[config.mk]
export PLATFORM = sky130hd
export DESIGN_NAME = sram_bus_master
export DESIGN_NICKNAME = d
export VERILOG_FILES = /design/src/rtl/sram_bus_master.sv
export SDC_FILE = /design/constraint.sdc
export NUM_CORES = 1
export LEC_CHECK = 0
export ABC_CLOCK_PERIOD_IN_PS = 4370
export CAP_MARGIN = 40
export CELL_PAD_IN_SITES_DETAIL_PLACEMENT = 1
export CELL_PAD_IN_SITES_GLOBAL_PLACEMENT = 2
export CORE_MARGIN = 1.5
export CORE_UTILIZATION = 30
export CTS_CLUSTER_SIZE = 8
export DETAILED_ROUTE_END_ITERATION = 16
export GPL_TIMING_DRIVEN = 0
export PLACE_DENSITY = 0.67
export SETUP_SLACK_MARGIN = 0.1
export SLEW_MARGIN = 25
export SYNTH_ARGS = -nofsm -noshare
export SYNTH_HDL_FRONTEND = slang
export SYNTH_SLANG_ARGS = --single-unit
[constraint.sdc]
create_clock -name clk_i -period 4.37 [get_ports clk_i]
set_clock_uncertainty 0.2 [all_clocks]
set_input_delay 0.874 -clock clk_i [delete_from_list [all_inputs] [get_ports clk_i]]
set_output_delay 0.874 -clock clk_i [all_outputs]
set_load 0.02 [all_outputs]
[src/rtl/sram_bus_master.sv]
// sram_bus_master: initiator side of the byte-wide SRAM bus.
// Commands are queued in a command FIFO and issued one per clock.
// Read data is captured RD_LAT cycles after issue and queued, tagged with
// its address, in a response FIFO. Reads are admitted only while a response
// slot is guaranteed, so the response FIFO can never overflow.
module sram_bus_master #(
    parameter int ADDR_W    = 32,
    parameter int DATA_W    = 8,
    parameter int CMD_DEPTH = 4,
    parameter int RSP_DEPTH = 4,
    parameter int RD_LAT    = 1
) (
    input  logic              clk_i,
    input  logic              rst_i,
    input  logic              cmd_valid_i,
    output logic              cmd_ready_o,
    input  logic              cmd_wr_i,
    input  logic [ADDR_W-1:0] cmd_addr_i,
    input  logic [DATA_W-1:0] cmd_wdata_i,
    output logic              en_o,
    output logic              wr_o,
    output logic [ADDR_W-1:0] addr_o,
    output logic [DATA_W-1:0] wr_data_o,
    input  logic [DATA_W-1:0] rd_data_i,
    output logic              rsp_valid_o,
    input  logic              rsp_ready_i,
    output logic [DATA_W-1:0] rsp_data_o,
    output logic [ADDR_W-1:0] rsp_addr_o,
    output logic              busy_o
);
    localparam int CPW = $clog2(CMD_DEPTH);
    localparam int CCW = CPW + 1;
    localparam int RPW = $clog2(RSP_DEPTH);
    localparam int RCW = RPW + 1;
    // wide enough for reads in flight plus stored responses
    localparam int FLW = $clog2(RSP_DEPTH + RD_LAT + 2) + 1;

    // command FIFO
    logic              cmd_wr_mem   [CMD_DEPTH];
    logic [ADDR_W-1:0] cmd_addr_mem [CMD_DEPTH];
    logic [DATA_W-1:0] cmd_data_mem [CMD_DEPTH];
    logic [CPW-1:0]    cmd_wptr_q, cmd_wptr_d;
    logic [CPW-1:0]    cmd_rptr_q, cmd_rptr_d;
    logic [CCW-1:0]    cmd_cnt_q, cmd_cnt_d;
    logic              cmd_push, cmd_pop;
    logic              head_wr;
    logic [ADDR_W-1:0] head_addr;
    logic [DATA_W-1:0] head_data;

    // bus output registers
    logic              en_q, en_d;
    logic              wr_q, wr_d;
    logic [ADDR_W-1:0] addr_q, addr_d;
    logic [DATA_W-1:0] wr_data_q, wr_data_d;

    // read tag pipeline: stage i holds a read issued i+1 cycles ago
    logic [RD_LAT-1:0] pipe_v_q;
    logic [ADDR_W-1:0] pipe_a_q [RD_LAT];

    // response FIFO
    logic [DATA_W-1:0] rsp_data_mem [RSP_DEPTH];
    logic [ADDR_W-1:0] rsp_addr_mem [RSP_DEPTH];
    logic [RPW-1:0]    rsp_wptr_q, rsp_wptr_d;
    logic [RPW-1:0]    rsp_rptr_q, rsp_rptr_d;
    logic [RCW-1:0]    rsp_cnt_q, rsp_cnt_d;
    logic              rsp_push, rsp_pop;

    logic [FLW-1:0]    in_flight;
    logic              credit_ok;

    assign head_wr   = cmd_wr_mem[cmd_rptr_q];
    assign head_addr = cmd_addr_mem[cmd_rptr_q];
    assign head_data = cmd_data_mem[cmd_rptr_q];

    assign cmd_ready_o = (cmd_cnt_q != CCW'(CMD_DEPTH));
    assign cmd_push    = cmd_valid_i && cmd_ready_o;

    // Reads on the bus or in the tag pipeline that still owe a response slot.
    always_comb begin
        in_flight = FLW'(en_q && !wr_q);
        for (int i = 0; i < RD_LAT; i++) begin
            in_flight = in_flight + FLW'(pipe_v_q[i]);
        end
    end

    // A read at the head blocks everything behind it until a slot frees up.
    assign credit_ok = (in_flight + FLW'(rsp_cnt_q)) < FLW'(RSP_DEPTH);
    assign cmd_pop   = (cmd_cnt_q != '0) && (head_wr || credit_ok);

    assign rsp_push = pipe_v_q[RD_LAT-1];
    assign rsp_pop  = rsp_valid_o && rsp_ready_i;

    // Next-state for FIFO pointers/counts and the bus registers.
    always_comb begin
        cmd_wptr_d = cmd_wptr_q;
        cmd_rptr_d = cmd_rptr_q;
        cmd_cnt_d  = cmd_cnt_q;
        if (cmd_push) cmd_wptr_d = cmd_wptr_q + CPW'(1);
        if (cmd_pop)  cmd_rptr_d = cmd_rptr_q + CPW'(1);
        if (cmd_push && !cmd_pop) cmd_cnt_d = cmd_cnt_q + CCW'(1);
        if (!cmd_push && cmd_pop) cmd_cnt_d = cmd_cnt_q - CCW'(1);

        rsp_wptr_d = rsp_wptr_q;
        rsp_rptr_d = rsp_rptr_q;
        rsp_cnt_d  = rsp_cnt_q;
        if (rsp_push) rsp_wptr_d = rsp_wptr_q + RPW'(1);
        if (rsp_pop)  rsp_rptr_d = rsp_rptr_q + RPW'(1);
        if (rsp_push && !rsp_pop) rsp_cnt_d = rsp_cnt_q + RCW'(1);
        if (!rsp_push && rsp_pop) rsp_cnt_d = rsp_cnt_q - RCW'(1);

        en_d      = cmd_pop;
        wr_d      = cmd_pop && head_wr;
        addr_d    = cmd_pop ? head_addr : '0;
        wr_data_d = (cmd_pop && head_wr) ? head_data : '0;
    end

    // State registers; reset wins over every other event.
    always_ff @(posedge clk_i) begin
        if (rst_i) begin
            cmd_wptr_q <= '0;
            cmd_rptr_q <= '0;
            cmd_cnt_q  <= '0;
            rsp_wptr_q <= '0;
            rsp_rptr_q <= '0;
            rsp_cnt_q  <= '0;
            en_q       <= 1'b0;
            wr_q       <= 1'b0;
            addr_q     <= '0;
            wr_data_q  <= '0;
            pipe_v_q   <= '0;
            for (int i = 0; i < RD_LAT; i++) pipe_a_q[i] <= '0;
        end else begin
            cmd_wptr_q <= cmd_wptr_d;
            cmd_rptr_q <= cmd_rptr_d;
            cmd_cnt_q  <= cmd_cnt_d;
            rsp_wptr_q <= rsp_wptr_d;
            rsp_rptr_q <= rsp_rptr_d;
            rsp_cnt_q  <= rsp_cnt_d;
            en_q       <= en_d;
            wr_q       <= wr_d;
            addr_q     <= addr_d;
            wr_data_q  <= wr_data_d;
            pipe_v_q[0] <= en_q && !wr_q;
            pipe_a_q[0] <= addr_q;
            for (int i = 1; i < RD_LAT; i++) begin
                pipe_v_q[i] <= pipe_v_q[i-1];
                pipe_a_q[i] <= pipe_a_q[i-1];
            end
        end
    end

    // FIFO storage; stale contents are harmless because the pointers reset.
    always_ff @(posedge clk_i) begin
        if (cmd_push) begin
            cmd_wr_mem[cmd_wptr_q]   <= cmd_wr_i;
            cmd_addr_mem[cmd_wptr_q] <= cmd_addr_i;
            cmd_data_mem[cmd_wptr_q] <= cmd_wdata_i;
        end
        if (rsp_push) begin
            rsp_data_mem[rsp_wptr_q] <= rd_data_i;
            rsp_addr_mem[rsp_wptr_q] <= pipe_a_q[RD_LAT-1];
        end
    end

    // The credit check must make a push into a full response FIFO impossible.
    always_ff @(posedge clk_i) begin
        if (!rst_i) begin
            assert (!(rsp_push && (rsp_cnt_q == RCW'(RSP_DEPTH))));
        end
    end

    assign en_o        = en_q;
    assign wr_o        = wr_q;
    assign addr_o      = addr_q;
    assign wr_data_o   = wr_data_q;
    assign rsp_valid_o = (rsp_cnt_q != '0);
    assign rsp_data_o  = rsp_data_mem[rsp_rptr_q];
    assign rsp_addr_o  = rsp_addr_mem[rsp_rptr_q];
    assign busy_o      = (cmd_cnt_q != '0) || (in_flight != '0) || en_q;

endmodule
==> results of run 1 <==
==> final timing paths <==
| kind | startpoint | endpoint | cells past startpoint |
|---|---|---|---|
| worst max-delay path | flop | rsp_addr_o[21] | 4 |
| worst min-delay path | addr_o[8]$_SDFF_PP0_ | pipe_a_q[0][8]$_SDFF_PP0_ | 1 |
| worst max register to register | en_o$_SDFF_PP0_ | cmd_cnt_q[2]$_SDFFE_PP0P_ | 12 |
| worst min register to register | addr_o[8]$_SDFF_PP0_ | pipe_a_q[0][8]$_SDFF_PP0_ | 1 |
==> registers in the layout, indices dropped and copies added, names as in the netlist, 2 cells and up, named ones only <==
signal	cells
addr_o	32
cmd_addr_mem	128
cmd_cnt_q	3
cmd_data_mem	32
cmd_rptr_q	2
cmd_wptr_q	2
cmd_wr_mem	4
pipe_a_q	32
rsp_addr_mem	128
rsp_cnt_q	3
rsp_data_mem	32
rsp_rptr_q	2
rsp_wptr_q	2
wr_data_o	8
==> metrics by stage <==
stage / instances / power (µW)
2_1_floorplan: 696 / 6445
3_3_place_gp: 1447 / 7458
4_1_cts: 1560 / 11700
6_report: 1560 / 11450
3_5_place_dp: 1455 / 7527
5_1_grt: 1560 / 11990
==> area by class of cell <==
class	count	area (µm²)	share of cell area (%)
buffer	30	130.1	0.6973
clock buffer	103	1642	8.797
clock inverter	2	16.27	0.08716
inverter	13	48.80	0.2615
multi-input combinational	236	2928	15.69
sequential	417	11590	62.11
tap	615	769.5	4.123
timing repair buffer	144	1536	8.233
==> Yosys cell counts, drive strengths merged (4+ instances only) <==
cell and n:
edfxtp 324, dfxtp 93, mux4 81, nor2b 73, clkbuf 16, buf 14, nor2 14, ha 13
inv 13, nand3 8, a21oi 5, and2 4, and3 4, or3 4, xor2 4
==> critical path: stages (launching register included) <==
cell             delay, ps
dfxtp_1                300
clkbuf_1               190
buf_2                  410
mux4_2                 560
clkdlybuf4s50_1        590
==> kinds of logic (layout without fill, tap and decap cells) <==
logic type / Yosys count / count (layout) / synth area share, %
buffers and inverters: 43 / 292 / 1.220
AOI/OAI and AO/OA: 14 / 14 / 0.6568
and+or+nand+nor: 117 / 117 / 4.726
DFF: 417 / 417 / 79.02
xor gates and xnor gates: 7 / 7 / 0.4180
muxes: 83 / 83 / 12.57
adders and majority gates: 15 / 15 / 1.382
==> routing by layer <==
layer	global-route usage [%]	share of wire [%]	vias up
met5	0	0.025	-
met4	3.967	2.0	2
met3	3.410	5.1	57
met2	22.55	51	141
met1	15.67	42	3529
li1	-	-	3156
==> report_power, final <==
part	internal [µW]	total [µW]	switching, µW
combinational	1190	2380	1190
clock	2500	4090	1590
sequential	4760	4990	224
total	8450	11500	3000
==> impl_metrics.prom, run 1 <==
# TYPE chip_impl_metric gauge
chip_impl_metric{name="cap_viol_max_count",unit=""} 0
chip_impl_metric{name="setup_ws",unit="ps"} 650.2
chip_impl_metric{name="die_width",unit="µm"} 224.1
chip_impl_metric{name="gpl.final_weighted_congestion",unit=""} 0.6649
chip_impl_metric{name="fin_crit",unit="ps"} 3720
chip_impl_metric{name="route.antenna.remaining_nets",unit=""} 0
chip_impl_metric{name="antenna_cells",unit=""} 0
chip_impl_metric{name="slew_headroom",unit="%"} 45.49
chip_impl_metric{name="synth_edf_count",unit=""} 324
chip_impl_metric{name="first_pass_grt_wire_length",unit="mm"} 48.00
chip_impl_metric{name="postCtsSetupBuffers",unit=""} 0
chip_impl_metric{name="peakVddDrop",unit="mV"} 0.3297
chip_impl_metric{name="power_density",unit="nW/µm²"} 613.6
chip_impl_metric{name="first_global_vias",unit=""} 7722
chip_impl_info{name="cts_root_buf",value="clkbuf_16"} 1
chip_impl_info{name="synth.top_cells.by_area",value="edfxtp_1 (66%), dfxtp_1 (13%), mux4_2 (12%)"} 1
chip_impl_metric{name="final_hold_violations",unit=""} 0
chip_impl_metric{name="synthesis.yosys.warnings",unit=""} 0
chip_impl_metric{name="flow.area_growth_from_synthesis",unit="%"} 27.23
chip_impl_metric{name="grt_use_total",unit="%"} 12.95
chip_impl_metric{name="num-nets-final",unit=""} 968
chip_impl_metric{name="cts_sinks",unit=""} 417
chip_impl_metric{name="holdWs",unit="ps"} 263.0
chip_impl_metric{name="fin_tns_setup",unit="ps"} 0
chip_impl_info{name="synth_largest_area_cell",value="edfxtp_1"} 1
chip_impl_metric{name="cp_max_fo",unit=""} 10
chip_impl_metric{name="maxClockFrequency",unit="GHz"} 0.2688
chip_impl_metric{name="postSynth.asyncResetShare",unit="%"} 0
chip_impl_metric{name="holdBufCountCts",unit=""} 0
chip_impl_metric{name="cp_data_required_time",unit="ps"} 3300
chip_impl_metric{name="synthCells",unit=""} 696
chip_impl_metric{name="start_util",unit="%"} 30.59
chip_impl_metric{name="synth_area_per_cell",unit="µm²"} 21.07
chip_impl_metric{name="dp_wirelength",unit="mm"} 19.81
chip_impl_metric{name="antenna_violations_before_repair",unit=""} 1
chip_impl_metric{name="firstDrtPassIters",unit=""} 6
chip_impl_info{name="worstSetupEndpointType",value="output port"} 1
chip_impl_metric{name="post-synth-top-area-fraction",unit="%"} 66.33
chip_impl_metric{name="leakagePower",unit="µW"} 0.006078
chip_impl_metric{name="total_of_flip_flops_plus_latches_after_synthesis",unit=""} 417
chip_impl_metric{name="insertion_delay",unit="ps"} 590
chip_impl_metric{name="portion_of_the_post_synthesis_area_used_by_sequential_elements",unit="%"} 79.02
chip_impl_metric{name="detail_route.wirelength",unit="mm"} 31.67
chip_impl_metric{name="port_buffers",unit=""} 136
chip_impl_metric{name="worst-r2r-setup-slack",unit="ps"} 1490
chip_impl_metric{name="synthDistinctLibCells",unit=""} 35
chip_impl_metric{name="dpl_worst_slack",unit="ps"} 1143
chip_impl_metric{name="report.final.slew_viol_count",unit=""} 0
chip_impl_metric{name="final-setup-viol-count",unit=""} 0
chip_impl_metric{name="cp.arrival",unit="ps"} 2650
chip_impl_metric{name="mappedNetlistArea",unit="µm²"} 14670
chip_impl_metric{name="final.period_utilization",unit="%"} 85.12
chip_impl_metric{name="io-pin-count",unit=""} 138
chip_impl_metric{name="number_of_buffers_created_by_cts",unit=""} 58
chip_impl_metric{name="clock_path_buffers",unit=""} 3
chip_impl_info{name="tritoncts",value="done"} 1
chip_impl_metric{name="routed_via_density",unit=""} 4.413
chip_impl_metric{name="num_vias",unit=""} 6885
chip_impl_metric{name="synthesis.nets",unit=""} 764
chip_impl_metric{name="drt-initial-drc-count",unit=""} 248
chip_impl_info{name="timing.hold.worst.class",value="flop to flop"} 1
chip_impl_metric{name="final_layout_size_suffix_gt1_share",unit="%"} 18.20
chip_impl_metric{name="rows",unit=""} 80
chip_impl_metric{name="postPlaceCellArea",unit="µm²"} 17000
chip_impl_metric{name="gr-total-overflow",unit=""} 0
chip_impl_metric{name="drc",unit=""} 0
chip_impl_info{name="rsz0062_at_grt",value="false"} 1
chip_impl_metric{name="grt_start_max_net_pins",unit=""} 41
chip_impl_metric{name="chipHeight",unit="µm"} 224.1
chip_impl_metric{name="n_fill_cell",unit=""} 4655
chip_impl_info{name="mostFrequentLayoutCell",value="edfxtp_1"} 1
chip_impl_metric{name="final_core_utilization",unit="%"} 38.92
chip_impl_metric{name="dieArea",unit="µm²"} 50230
chip_impl_metric{name="cts.reportedPaths.clkPinSlew",unit="ps"} 50
chip_impl_info{name="most_common_flop_cell_mapped_by_yosys",value="edfxtp_1"} 1
chip_impl_metric{name="postLayoutCellArea",unit="µm²"} 18660
chip_impl_metric{name="worst_pin_slew",unit="ps"} 817.6
chip_impl_metric{name="coreArea",unit="µm²"} 47950
chip_impl_info{name="highest_count_cells_in_the_layout_ignoring_fill_and_taps",value="edfxtp_1 (324), clkdlybuf4s50_1 (136), dfxtp_1 (93), mux4_2 (81), nor2b_1 (73)"} 1
chip_impl_metric{name="route.detailed.wl_per_inst",unit="µm"} 20.30
chip_impl_info{name="crit_type",value="flop to output port"} 1
chip_impl_metric{name="ctsResizeCount",unit=""} 0
chip_impl_info{name="sort_of_element_at_the_start_of_the_critical_path",value="flop"} 1
chip_impl_info{name="status",value="complete, no violations"} 1
chip_impl_metric{name="htree_num_levels",unit=""} 2
Power figures use the tool's default switching activity.
==> run 2, diff against run 1 <==
--- a/config.mk
+++ b/config.mk
@@ -10,11 +10,11 @@
 export CELL_PAD_IN_SITES_DETAIL_PLACEMENT = 1
 export CELL_PAD_IN_SITES_GLOBAL_PLACEMENT = 2
 export CORE_MARGIN = 1.5
-export CORE_UTILIZATION = 30
+export CORE_UTILIZATION = 47
 export CTS_CLUSTER_SIZE = 8
 export DETAILED_ROUTE_END_ITERATION = 16
 export GPL_TIMING_DRIVEN = 0
-export PLACE_DENSITY = 0.67
+export PLACE_DENSITY = 0.93
 export SETUP_SLACK_MARGIN = 0.1
 export SLEW_MARGIN = 25
 export SYNTH_ARGS = -nofsm -noshare
==> run 2 against run 1 <==
Against the previous run: first-iteration DRC count up 23%; routed wire length down 3.7%; via count up 2.6%; sequential power about the same; clock-buffer cell count up 1; die area down 36%; worst setup slack better by 61 ps; register-to-register slack worse by 70 ps; combinational power about the same.
==> impl_metrics.prom, run 2 (synthesis gave the netlist of run 1 again) <==
# TYPE chip_impl_metric gauge
chip_impl_metric{name="worst_pin_slew",unit="ps"} 750.9
chip_impl_metric{name="route.antenna.remaining_nets",unit=""} 0
chip_impl_info{name="status",value="complete, no violations"} 1
chip_impl_metric{name="first_global_vias",unit=""} 7886
chip_impl_info{name="mostFrequentLayoutCell",value="edfxtp_1"} 1
chip_impl_metric{name="power_density",unit="nW/µm²"} 625.5
chip_impl_metric{name="cts.reportedPaths.clkPinSlew",unit="ps"} 50
chip_impl_metric{name="postPlaceCellArea",unit="µm²"} 16560
chip_impl_metric{name="postLayoutCellArea",unit="µm²"} 18240
chip_impl_metric{name="chipHeight",unit="µm"} 179.7
chip_impl_metric{name="worstRegToRegCells",unit=""} 12
chip_impl_metric{name="coreArea",unit="µm²"} 30670
chip_impl_info{name="sort_of_element_at_the_start_of_the_critical_path",value="flop"} 1
chip_impl_metric{name="final.period_utilization",unit="%"} 83.73
chip_impl_metric{name="slowest_delay",unit="ps"} 620
chip_impl_metric{name="num-nets-final",unit=""} 961
chip_impl_info{name="largestRegisters",value="cmd_addr_mem (128), rsp_addr_mem (128)"} 1
chip_impl_metric{name="dp.cells",unit=""} 1229
chip_impl_metric{name="dp_wirelength",unit="mm"} 19.01
chip_impl_metric{name="io-pin-count",unit=""} 138
chip_impl_metric{name="leakagePower",unit="µW"} 0.006014
chip_impl_info{name="slowest_cp_cell",value="clkdlybuf4s50_1"} 1
chip_impl_metric{name="ctsResizeCount",unit=""} 0
chip_impl_metric{name="htree_num_levels",unit=""} 2
chip_impl_metric{name="clock_path_buffers",unit=""} 3
chip_impl_metric{name="timing.critical_path.buf_inv",unit=""} 3
chip_impl_metric{name="holdBufCountCts",unit=""} 0
chip_impl_info{name="regToRegStartpoint",value="en_o$_SDFF_PP0_"} 1
chip_impl_metric{name="port_buffers",unit=""} 136
chip_impl_info{name="timing.critical_path.max_delay_family",value="buffers and inverters"} 1
chip_impl_info{name="timing.hold.worst.class",value="flop to flop"} 1
chip_impl_metric{name="start_util",unit="%"} 47.83
chip_impl_metric{name="firstDrtPassIters",unit=""} 5
chip_impl_info{name="worstSetupEndpointType",value="output port"} 1
chip_impl_metric{name="gpl.final_weighted_congestion",unit=""} 0.7138
chip_impl_metric{name="power",unit="µW"} 11410
chip_impl_info{name="rsz0062_at_grt",value="false"} 1
chip_impl_metric{name="grt_start_max_net_pins",unit=""} 42
chip_impl_metric{name="number_of_buffers_created_by_cts",unit=""} 58
chip_impl_metric{name="flow.area_growth_from_synthesis",unit="%"} 24.32
chip_impl_metric{name="final-setup-viol-count",unit=""} 0
chip_impl_metric{name="fin_crit",unit="ps"} 3659
chip_impl_metric{name="worst-r2r-setup-slack",unit="ps"} 1420
chip_impl_metric{name="report.final.slew_viol_count",unit=""} 0
chip_impl_metric{name="final_layout_size_suffix_gt1_share",unit="%"} 17.75
chip_impl_metric{name="setup_ws",unit="ps"} 711.1
chip_impl_info{name="rr_endpoint",value="cmd_cnt_q[2]$_SDFFE_PP0P_"} 1
chip_impl_metric{name="cts_sinks",unit=""} 417
chip_impl_metric{name="antenna_cells",unit=""} 0
chip_impl_metric{name="num_vias",unit=""} 7062
chip_impl_metric{name="cp_data_required_time",unit="ps"} 3300
chip_impl_metric{name="finish.cell_count_without_fillers",unit=""} 1337
chip_impl_metric{name="slew_headroom",unit="%"} 49.94
chip_impl_metric{name="dpl_worst_slack",unit="ps"} 1231
chip_impl_info{name="highest_count_cells_in_the_layout_ignoring_fill_and_taps",value="edfxtp_1 (324), clkdlybuf4s50_1 (136), dfxtp_1 (93), mux4_2 (81), nor2b_1 (73)"} 1
chip_impl_metric{name="drc",unit=""} 0
chip_impl_metric{name="peakVddDrop",unit="mV"} 0.3734
chip_impl_info{name="crit_type",value="flop to output port"} 1
chip_impl_metric{name="cp.arrival",unit="ps"} 2580
chip_impl_metric{name="cap_viol_max_count",unit=""} 0
chip_impl_metric{name="fin_tns_setup",unit="ps"} 0
chip_impl_metric{name="grt_use_total",unit="%"} 19.25
chip_impl_metric{name="dieArea",unit="µm²"} 32280
chip_impl_metric{name="gr-total-overflow",unit=""} 0
chip_impl_info{name="worstHoldEndpoint",value="rsp_addr_mem[2][31]$_DFFE_PP_"} 1
chip_impl_metric{name="maxClockFrequency",unit="GHz"} 0.2733
chip_impl_info{name="hold_path_startpoint",value="pipe_a_q[0][31]$_SDFF_PP0_"} 1
chip_impl_info{name="path_cells",value="clkbuf_1, buf_2, mux4_2, clkdlybuf4s50_1"} 1
chip_impl_metric{name="insertion_delay",unit="ps"} 560
chip_impl_metric{name="die_width",unit="µm"} 179.7
chip_impl_info{name="cts_root_buf",value="clkbuf_16"} 1
chip_impl_metric{name="cp_max_fo",unit=""} 10
chip_impl_metric{name="min_path_cells",unit=""} 0
chip_impl_info{name="tritoncts",value="done"} 1
chip_impl_metric{name="drt-initial-drc-count",unit=""} 306
chip_impl_metric{name="route.detailed.wl_per_inst",unit="µm"} 22.80
chip_impl_metric{name="postCtsSetupBuffers",unit=""} 0
chip_impl_metric{name="routed_via_density",unit=""} 5.282
chip_impl_metric{name="final_hold_violations",unit=""} 0
chip_impl_metric{name="detail_route.wirelength",unit="mm"} 30.49
chip_impl_metric{name="rows",unit=""} 64
chip_impl_metric{name="first_pass_grt_wire_length",unit="mm"} 47.03
chip_impl_metric{name="antenna_violations_before_repair",unit=""} 1
==> run 2: worst register-to-register path, delay by kind of cell, from the launching register on <==
kind / cells / cell delay (ps)
simple gates: 4 / 720
buf+inv: 1 / 230
compound gates: 2 / 450
fa+ha+maj: 4 / 850
flops: 1 / 360
xor+xnor: 1 / 90
==> run 2: metal layers <==
metal	global-route usage, %	vias up	share of wire (%)
met5	0	-	0.049
met4	5.833	2	2.0
met3	3.545	55	5.0
met2	34.22	217	53
met1	24.02	3641	40
li1	-	3147	-
==> run 2: worst max path at each step <==
stage	from	end	slack (ps)	cells past startpoint
2_1_floorplan	en_o$_SDFF_PP0_	cmd_cnt_q[2]$_SDFFE_PP0P_	1550	11
3_3_place_gp	cmd_valid_i	cmd_addr_mem[1][12]$_DFFE_PP_	740	2
3_5_place_dp	flop	rsp_addr_o[2]	1230	4
4_1_cts	flop	rsp_addr_o[2]	640	4
5_1_grt	flop	rsp_addr_o[2]	540	4
6_report	flop	rsp_addr_o[2]	710	4
==> run 2: where the power goes <==
| part | total, µW | leakage [µW] | internal (µW) | switching (µW) |
|---|---|---|---|---|
| sequential | 5000 | 0.00374 | 4770 | 231 |
| clock | 4050 | 0.000791 | 2490 | 1560 |
| combinational | 2360 | 0.00148 | 1160 | 1200 |
| total | 11400 | 0.00601 | 8420 | 2980 |
==> run 2: cell type report <==
class,count,area [µm²]
timing repair buffer,137,1366
fill,2622,12430
clock inverter,4,41.29
tap,396,495.5
sequential,417,11590
inverter,13,48.80
clock buffer,104,1634
multi-input combinational,236,2928
buffer,30,130.1
==> run 2: metrics by stage <==
stage | util [%] | hold slack [ps]
after floorplan | - | 238.3
after global placement | 53.88 | 245.4
after detailed placement | 53.99 | 265.4
after CTS | 59.46 | 278.9
after global routing | 59.46 | 289.0
final | 59.46 | 273.0
==> RTL change 1, RTL diff (config.mk and constraints of run 2) <==
The parameter `ADDR_W` goes from 32 to 48.
--- a/src/rtl/sram_bus_master.sv
+++ b/src/rtl/sram_bus_master.sv
@@ -5,5 +5,5 @@
 // slot is guaranteed, so the response FIFO can never overflow.
 module sram_bus_master #(
-    parameter int ADDR_W    = 32,
+    parameter int ADDR_W    = 48,
     parameter int DATA_W    = 8,
     parameter int CMD_DEPTH = 4,
Interface: changed (resized addr_o, cmd_addr_i and rsp_addr_o); port bits go from 138 to 186. No check against the original RTL was run, so the function may have changed too.
==> RTL change 1 against run 2 <==
Count of clock-buffer cells in the layout increased by 43; cell area rose by 39%; wire length rose by 43%; register-to-register slack worse by 0.21 ns; power grew 41%; largest cell class unchanged; sequential cell count rose by 160; area after synthesis increased by 37%; setup slack got worse by 0.31 ns.
==> RTL change 1: results (changes against run 2) <==
- Cell leakage power: 8.356 nW (+39%)
- Final net count: 1291 (+34%)
- Count of placed standard cells including taps: 1662 (+35%)
- Post-placement worst setup slack: 0.7088 ns (-0.5220 ns)
- Non-filler instance count after layout: 1815 (+36%)
- Placer congestion estimate: 0.7099 (-0.55%)
- Total cell area at the placement stage: 22870 um^2 (+38%)
- Layout cell share with drive strength beyond 1: 0.1901 (+0.01263)
- Most used standard cells in the synthesized netlist: 452 x sky130_fd_sc_hd__edfxtp_1, 125 x sky130_fd_sc_hd__dfxtp_1, 113 x sky130_fd_sc_hd__mux4_2, 105 x sky130_fd_sc_hd__nor2b_1
- Later-pin clock latency in the skew report: 0.59 ns (+0.03 ns)
- Number of enable flip-flop cells after synthesis: 452 (+40%)
- Antenna violations before repair: 4 (+3)
- Distinct cell type count of the synthesized netlist: 36 (+2.9%)
- CP Data Arrival Time: 2.89 ns (+0.31 ns)
- Result of the run: finished clean
- Violation count after the first detailed-routing iteration: 521 (+70%)
- Normalized max-slew margin: 0.4808 (-0.01860)
- Mapped Nets: 1015 (+33%)
- Largest registers ranked by flip-flop count: cmd_addr_mem (192), rsp_addr_mem (192)
- TritonCTS buffer count: 82 (+41%)
- Routed met3 length: 1.757 mm (+15%)
- Met1 Routed Length: 18.49 mm (+51%)
- Via total after detailed routing: 9537 (+35%)
- Vias in the first global route: 10750 (+36%)
- Part of the Yosys area used for sequential elements: 0.7983 (+0.008069)
- Hold path startpoint: addr_o[33]
==> RTL change 1: cell types whose count changed after synthesis <==
cell,before,now
sky130_fd_sc_hd__edfxtp_1,324,452
sky130_fd_sc_hd__dfxtp_1,93,125
sky130_fd_sc_hd__mux4_2,81,113
sky130_fd_sc_hd__nor2b_1,73,105
sky130_fd_sc_hd__buf_2,11,18
sky130_fd_sc_hd__clkbuf_1,16,18
sky130_fd_sc_hd__a311oi_1,1,0
sky130_fd_sc_hd__a311oi_2,0,1
sky130_fd_sc_hd__buf_1,2,3
sky130_fd_sc_hd__buf_6,0,1
==> RTL change 1: path summary, 6_finish.rpt <==
path / to / slack [ns] / depth (start not counted)
worst max-delay path: rsp_addr_o[33] / 0.40 / 4
worst min-delay path: pipe_a_q[0][33] / 0.26 / 1
worst max register to register: cmd_cnt_q[2] / 1.21 / 11
worst min register to register: pipe_a_q[0][33] / 0.26 / 1
==> RTL change 1: metal layers <==
layer | track usage | vias to the layer above
li1 | - | 4248
met1 | 0.2642 | 5006
met2 | 0.3467 | 220
met3 | 0.03814 | 61
met4 | 0.08038 | 2
met5 | 0 | -
==> RTL change 1: report_power, final <==
part | leakage [nW] | switching, mW | internal [mW]
clock | 1.15 | 2.18 | 3.68
combinational | 2.02 | 1.65 | 1.61
sequential | 5.18 | 0.321 | 6.60
==> RTL change 1: repair_timing <==
| action | CTS | global route |
|---|---|---|
| endpoints found under the hold margin | 0 | 0 |
| hold buffers | 0 | 0 |
| resized for setup | 1 | 0 |
| endpoints found under the setup margin | 20 | 0 |
==> RTL change 1: area by class of cell <==
type                            instances  area, um^2  share of cell area
Clock inverter                          3       47.55            0.001879
Timing Repair Buffer                  192        2032             0.08032
Inverter                               13       48.80            0.001929
Clock buffer                          147        2370             0.09367
Sequential cell                       577       16080              0.6354
Tap cell                              539       674.4             0.02666
Buffer                                 41       188.9            0.007468
Multi-Input combinational cell        300        3855              0.1524
Antenna cell                            3       7.507           0.0002967
==> RTL change 1: logic make-up (layout without fill, tap and decap cells) <==
logic type / Yosys count / in the layout / share of synthesized area
DFF: 577 / 577 / 0.7983
other: 0 / 3 / 0
adders and majority gates: 15 / 15 / 0.01007
and+or+nand+nor: 149 / 149 / 0.04436
xor gates and xnor gates: 7 / 7 / 0.003045
buffers and inverters: 54 / 396 / 0.01174
AOI/OAI and AO/OA: 14 / 14 / 0.005095
muxes: 115 / 115 / 0.1274
==> RTL change 1: critical path, delay by kind of cell, from the launching register on <==
family / cells / cell delay, ns
mux: 1 / 0.57
buf+inv: 3 / 1.38
flops: 1 / 0.33
==> RTL change 2, RTL diff (flow settings as in run 2) <==
Without the edit above. Reset style: asynchronous (`rst_i`), changed in one clocked block.
--- a/src/rtl/sram_bus_master.sv
+++ b/src/rtl/sram_bus_master.sv
@@ -116,5 +116,5 @@
 
     // State registers; reset wins over every other event.
-    always_ff @(posedge clk_i) begin
+    always_ff @(posedge clk_i or posedge rst_i) begin
         if (rst_i) begin
             cmd_wptr_q <= '0;
Behaviour: differs if rst_i is asserted again (counterexample within 4 cycles, from zero or initial values and one cycle with rst_i high); with rst_i held inactive, the same outputs for 4 cycles.
==> RTL change 2 against run 2 <==
Cell area grew 0.66%; sequential cell count fell by 4; sequential share of layout area is 1.6 points higher; power grew 26%; wire length shrank 1.1%; combinational power grew 81%; setup slack lost 0.23 ns; worst hold slack lost 0.10 ns; area after synthesis rose by 0.23%; critical path type unchanged.
==> RTL change 2: results (changes against run 2) <==
- Result of the run: finished clean
- Part of the Yosys area used for sequential elements: 0.8133 (+0.02304)
- Count of placed standard cells including taps: 1166 (-5.1%)
- Fraction of synthesis flops using an asynchronous set or reset pin: 0.2155 (+0.2155)
- Via density per instance: 5.233 (-0.93%)
- Most used standard cells in the synthesized netlist: 324 x sky130_fd_sc_hd__edfxtp_1, 89 x sky130_fd_sc_hd__dfrtp_1, 81 x sky130_fd_sc_hd__mux4_2, 31 x sky130_fd_sc_hd__nor2b_1, 16 x sky130_fd_sc_hd__inv_1
- Logic power comb: 4.28 mW (+81%)
- Layout cell share with drive strength beyond 1: 0.1938 (+0.01637)
- Share of total power consumed by net switching: 0.3002 (+0.03864)
- Hold Crit Endpoint: pipe_a_q[11]
- Wire per inst: 23.64 um (+3.7%)
- Maximum number of pins on one net before global-route repair: 51 (+21%)
- Cell leakage power: 6.463 nW (+7.5%)
- Worst R2R Start: pipe_v_q
- Total global routing track utilization: 0.1922 (-0.0003081)
- Hold path startpoint: addr_o[11]
- Relative contribution of the clock network to total power: 0.282 (-0.073)
- TritonCTS buffer count: 57 (-1.7%)
- Violation count after the first detailed-routing iteration: 379 (+24%)
- Hold Path Stages: 0 (unchanged)
- Distinct cell type count of the synthesized netlist: 30 (-14%)
- Total met2 wirelength after detailed routing: 15.52 mm (-3.7%)
- Final net count: 897 (-6.7%)
- Combinational Power Share: 0.298 (+0.091)
- Mapped Nets: 698 (-8.6%)
- Vias in the first global route: 7610 (-3.5%)
- CP Data Arrival Time: 2.81 ns (+0.23 ns)
- Mean post-synth cell area: 23.34 um^2 (+11%)
- Tightest Pin Transition: 0.7115 ns (-0.03942 ns)
- Count of fill cells added during filler insertion: 2535 (-3.3%)
- Post-placement worst setup slack: 1.019 ns (-0.2122 ns)
- Met1 Routed Length: 12.45 mm (+1.8%)
- Delay of the slowest cell on the worst path: 0.59 ns (-0.03 ns)
- Wire length of the first global-routing pass: 46.83 mm (-0.43%)
- Endpoint of the most critical register-to-register path: cmd_cnt_q[2]
- Port buffer count: 137 (+0.74%)
- Worst vdd ir: 0.4175 mV (+12%)
- Hold Slack: 0.1705 ns (-0.1025 ns)
[RTL change 2: worst max-delay path by stage]
| stage | slack, ns | end | from |
|---|---|---|---|
| 4_1_cts | 0.42 | rsp_addr_o[2] | rsp_rptr_q[0] |
| 2_1_floorplan | 0.99 | addr_o[0] | rst_i |
| 3_3_place_gp | -0.86 | addr_o[7] | rst_i |
| 3_5_place_dp | 1.02 | rsp_addr_o[2] | rsp_rptr_q[0] |
| 6_report | 0.48 | rsp_addr_o[20] | rsp_rptr_q[0] |
| 5_1_grt | 0.35 | rsp_addr_o[2] | rsp_rptr_q[0] |
[RTL change 2: layer usage]
| metal | track usage | vias up |
|---|---|---|
| met1 | 0.2476 | 3508 |
| met5 | 0 | - |
| li1 | - | 2925 |
| met4 | 0.06667 | 2 |
| met2 | 0.3280 | 184 |
| met3 | 0.03809 | 53 |
[RTL change 2: cell families after synthesis]
| family | Yosys count | synth area share |
|---|---|---|
| DFF | 413 | 0.8133 |
| and+or+nand+nor | 60 | 0.02494 |
| AOI/OAI and AO/OA | 6 | 0.002979 |
| muxes | 83 | 0.1255 |
| xor gates and xnor gates | 12 | 0.007149 |
| buffers and inverters | 41 | 0.01234 |
| adders and majority gates | 15 | 0.01379 |
[RTL change 2: layout make-up]
| class | count | area, um^2 | share of cell area |
|---|---|---|---|
| multi-input combinational | 176 | 2594 | 0.1413 |
| tap | 396 | 495.5 | 0.02699 |
| sequential | 413 | 11960 | 0.6514 |
| buffer | 25 | 121.4 | 0.006612 |
| inverter | 16 | 65.06 | 0.003545 |
| antenna | 2 | 5.005 | 0.0002727 |
| timing repair buffer | 140 | 1446 | 0.07880 |
| clock buffer | 106 | 1663 | 0.09059 |
| clock inverter | 1 | 8.758 | 0.0004772 |
